--- config.mk ---
export PLATFORM = sky130hd
export DESIGN_NAME = pipeline_stall_ctrl
export DESIGN_NICKNAME = d
export VERILOG_FILES = /design/src/rtl/pipeline_stall_ctrl.sv
export SDC_FILE = /design/constraint.sdc
export NUM_CORES = 1
export LEC_CHECK = 0
export BUFFER_PORTS_ARGS = -buffer_cell sky130_fd_sc_hd__clkbuf_2
export CELL_PAD_IN_SITES_DETAIL_PLACEMENT = 2
export CELL_PAD_IN_SITES_GLOBAL_PLACEMENT = 2
export CORE_MARGIN = 2
export CORE_UTILIZATION = 36
export DETAILED_ROUTE_END_ITERATION = 16
export GPL_TIMING_DRIVEN = 1
export PLACE_DENSITY = 0.95
export SYNTH_ARGS = -nofsm -noshare
export SYNTH_HDL_FRONTEND = slang
export SYNTH_SLANG_ARGS = --single-unit
--- constraint.sdc ---
create_clock -name clock -period 3.1 [get_ports clock]
set_input_delay 0 -clock clock [delete_from_list [all_inputs] [get_ports clock]]
set_output_delay 0 -clock clock [all_outputs]
set_load 0.005 [all_outputs]
--- src/rtl/pipeline_stall_ctrl.sv ---
// Stall/flush sequencer for the 5-stage pipeline: load-use bubbles, branch squash,
// multdiv freeze with timeout abort, and a saturating stall-cycle counter.
module pipeline_stall_ctrl #(
    parameter int MD_TIMEOUT = 64,
    parameter int CNT_W      = 32
) (
    input  logic             clock,
    input  logic             reset,
    input  logic             is_bypass_hazard,
    input  logic             dx_is_md,
    input  logic             md_ready,
    input  logic             branch_taken,
    output logic             pc_en,
    output logic             fd_en,
    output logic             dx_en,
    output logic             dx_bubble,
    output logic             fd_flush,
    output logic             xm_bubble,
    output logic             md_start,
    output logic             md_timeout,
    output logic [CNT_W-1:0] stall_cycles
);

    localparam int WC_W = $clog2(MD_TIMEOUT);
    localparam logic [WC_W-1:0] WC_LAST = WC_W'(MD_TIMEOUT - 1);

    localparam logic [0:0] S_RUN     = 1'b0;
    localparam logic [0:0] S_MD_WAIT = 1'b1;

    logic [0:0]       r_state;
    logic [0:0]       w_state_nxt;
    logic [WC_W-1:0]  r_wait_cnt;
    logic [WC_W-1:0]  w_wait_nxt;
    logic             r_md_timeout;
    logic             w_abort;
    logic             w_md_start;
    logic [CNT_W-1:0] r_stall_cycles;

    always_comb begin
        pc_en       = 1'b1;
        fd_en       = 1'b1;
        dx_en       = 1'b1;
        dx_bubble   = 1'b0;
        fd_flush    = 1'b0;
        xm_bubble   = 1'b0;
        w_md_start  = 1'b0;
        w_abort     = 1'b0;
        w_state_nxt = r_state;
        w_wait_nxt  = r_wait_cnt;
        case (r_state)
            S_RUN: begin
                // A taken branch squashes the hazard instruction, so it outranks everything.
                if (branch_taken) begin
                    fd_flush  = 1'b1;
                    dx_bubble = 1'b1;
                end else if (dx_is_md) begin
                    w_md_start  = 1'b1;
                    pc_en       = 1'b0;
                    fd_en       = 1'b0;
                    dx_en       = 1'b0;
                    xm_bubble   = 1'b1;
                    w_state_nxt = S_MD_WAIT;
                    w_wait_nxt  = '0;
                end else if (is_bypass_hazard) begin
                    pc_en     = 1'b0;
                    fd_en     = 1'b0;
                    dx_bubble = 1'b1;
                end
            end
            default: begin
                if (md_ready) begin
                    w_state_nxt = S_RUN;
                end else if (r_wait_cnt == WC_LAST) begin
                    xm_bubble   = 1'b1;
                    w_abort     = 1'b1;
                    w_state_nxt = S_RUN;
                end else begin
                    pc_en      = 1'b0;
                    fd_en      = 1'b0;
                    dx_en      = 1'b0;
                    xm_bubble  = 1'b1;
                    w_wait_nxt = r_wait_cnt + 1'b1;
                end
            end
        endcase
    end

    assign md_start     = w_md_start & reset;
    assign md_timeout   = r_md_timeout;
    assign stall_cycles = r_stall_cycles;

    always_ff @(posedge clock or negedge reset) begin
        if (!reset) begin
            r_state        <= S_RUN;
            r_wait_cnt     <= '0;
            r_md_timeout   <= 1'b0;
            r_stall_cycles <= '0;
        end else begin
            r_state    <= w_state_nxt;
            r_wait_cnt <= w_wait_nxt;
            if (w_abort)
                r_md_timeout <= 1'b1;
            if (!pc_en && (r_stall_cycles != {CNT_W{1'b1}}))
                r_stall_cycles <= r_stall_cycles + 1'b1;
        end
    end

endmodule

==> impl_metrics.tcl <==
set metrics [dict create \
    outcome "finished clean" \
    dp_hpwl_um 4709 \
    grt_pass1_wl_um 10020 \
    worstHoldStart "branch_taken" \
    max_stage_delay_ns 0.63 \
    hold-path-endpoint "r_wait_cnt[4]" \
    nNetsFinal 254 \
    r2r_end "stall_cycles[25]" \
    skew_ns 0.008092 \
    synth-compound-area-share 0.05286 \
    dp_slack_ns 0.3583 \
    htreeDepth 2 \
    dieWidth_um 78.76 \
    die_h_um 78.76 \
    grtUsageMet1 0.2649 \
    fin_ws_ns 0.4413 \
    path_cells "ha_1, nand4_2, nor4_1, and3_1, or3_1, nor2_1, xor2_1" \
    first_global_vias 1884 \
    synthCells 196 \
    crit_buf_inv 0 \
    hold_class "in -> reg" \
    p_leak_nw 1.172 \
    cp-start-kind "flip-flop" \
    clockRootBuffer "clkbuf_8" \
    clockBufferDepth 2 \
    path_delay_family "simple AND/OR/NAND/NOR gates" \
    crit_fanout 8 \
    synth-simple-area-share 0.2624 \
    regToRegSetupSlack_ns 0.44 \
    num_vias 1679 \
    antenna_found_initial 0 \
    synth-adder-area-share 0.01244 \
    num_io_pins 46 \
    fin_crit_ns 2.659 \
    ys_types 34 \
    dp.cells 310 \
    cts_setup_buffers 0 \
    ys_async_sr_fraction 1.000 \
    fin_util 0.4438 \
    fillers 604 \
    ys.flop_type "dfrtp_1" \
    synth_area_um2 2012 \
    area_growth_pct 19.96 \
    holdWs_ns 0.06062 \
    clk_latency_ns 0.30 \
    syn_nets 204 \
    busiest_layer "met2" \
    clk_pin_slew_ns 0.08 \
    regArea_um2 1001 \
    cp_data_arrival_time_ns 2.83 \
    required_ns 3.27 \
    cts_tree "yes" \
    final_cell_mix "clkbuf_2, dfrtp_1, nand2_1" \
    grt_max_degree 42 \
    finalNonFillerCells 318 \
    final_layout_size_suffix_gt1_frac 0.2683 \
    gr-usage-met2 0.3598 \
    cts_num_sinks 40 \
    relSlewSlack 0.5591 \
    gr-usage-met3 0.04773 \
    post-route-drc-count 0 \
    tightest_slew_ns 0.6563 \
    synthXorXnorAreaFrac 0.1350 \
    initial_utilization 0.3699 \
    drv_slew 0 \
    wl_per_cell_um 18.89 \
    r2r_cells 7 \
    synth_top_family_by_area "simple AND/OR/NAND/NOR gates" \
    maxCapViolCount 0 \
    final_common_cell "clkbuf_2" \
    wl_um 6006 \
    synthMuxAreaShare 0.01119 \
    multi_input_area_um2 953.4 \
    yosysSeqAreaShare 0.4975 \
    cpMaxStageDelayCell "nor4_1" \
    cts_buffers 5 \
    avgSynthCellArea_um2 10.26 \
    row_count 27 \
    finalSetupTns_ns 0 \
    fin_area_um2 2414 \
    synth_edf_count 0 \
    ctsResizeCount 0 \
    dr.pass1.iters 4 \
    vias_per_cell 5.280 \
    powerDensity_nw_per_um2 529.6 \
    track_usage 0.2115 \
    diodes 0 \
    max-vdd-ir-drop_mv 0.2814 \
    die-area_um2 6202 \
    r2r-start "stall_cycles[1]" \
    yosys_warnings 0 \
    drt-initial-drc-count 67 \
    coreArea_um2 5439 \
    holdPathStages 3 \
    synth_seq_cells 40 \
    timing.fmax_ghz 0.3761 \
    ant_nets 0 \
    finalCritPeriodShare 0.8576 \
    p_total_mw 1.278 \
    overflow 0 \
    critical_path_class "reg -> reg" \
    ctsHoldBuffers 1 \
    place_congestion 0.8340 \
    rsz0062_at_grt "no" \
    finalHoldViolCount 0 \
    critPathCaptureType "flip-flop" \
    dpl_cell_area_um2 2307 \
    port_buffers 45 \
    setup_viol 0 \
]
[area by class of cell]
type,instances,area share
sequential,40,0.4147
clock buffer,7,0.03992
tap,72,0.03733
multi-input combinational,144,0.3950
timing repair buffer,47,0.1006
inverter,8,0.01244
[cells in the mapped netlist (2+ instances only)]
cell type / number / area share
and3_1: 5 / 0.016
nor2b_1: 3 / 0.0093
nor4_1: 2 / 0.0062
dfrtp_1: 40 / 0.50
nor3_1: 10 / 0.025
o21ai_0: 5 / 0.012
nor2_1: 14 / 0.026
inv_1: 8 / 0.015
nand4_2: 3 / 0.019
mux2_2: 2 / 0.011
nand3_2: 2 / 0.010
nor4b_1: 2 / 0.0087
nand4_1: 13 / 0.040
a22o_1: 3 / 0.013
nor2_2: 2 / 0.0062
a21oi_1: 4 / 0.010
xnor2_1: 17 / 0.074
xor2_1: 14 / 0.061
ha_1: 2 / 0.012
nand2_1: 20 / 0.037
or3_1: 2 / 0.0062
nand3_1: 9 / 0.022
nand2b_1: 2 / 0.0062
nor4_4: 2 / 0.021
[layer usage]
layer | share of wire | wire [µm]
met5 | 0 | 0
met4 | 0.023 | 138
met3 | 0.040 | 242
met2 | 0.52 | 3110
met1 | 0.42 | 2515
[power by group]
part / internal [mW] / switching, mW / total [mW]
combinational: 0.113 / 0.115 / 0.227
clock: 0.198 / 0.179 / 0.378
sequential: 0.581 / 0.0920 / 0.673
[sequential cells by signal, summed over array words and instances (netlist names)]
signal,cells
md_timeout,1
r_state,1
r_wait_cnt,6
stall_cycles,32
[kinds of logic (layout without fill, tap and decap cells)]
family | after synthesis | count (layout)
compound gates | 17 | 17
xor+xnor | 31 | 31
fa+ha+maj | 2 | 2
buf+inv | 12 | 62
flops | 40 | 40
mux | 2 | 2
simple gates | 92 | 92
[tightest hold or removal path: stages]
cell	delay (ns)
clkbuf_2	0.12
nor3_1	0.07
a21oi_1	0.12
[how the worst max path moves through the flow]
stage / startpoint / endpoint / slack, ns / depth (start not counted)
after global placement: stall_cycles[0] / stall_cycles[31] / 0.76 / 7
after floorplan: stall_cycles[0] / stall_cycles[29] / 1.02 / 9
final: stall_cycles[1] / stall_cycles[25] / 0.44 / 7
after CTS: stall_cycles[1] / stall_cycles[25] / 0.35 / 7
after global routing: stall_cycles[1] / stall_cycles[25] / 0.25 / 7
after detailed placement: stall_cycles[1] / stall_cycles[25] / 0.36 / 7
No activity file was read; power rests on OpenSTA's default activity.
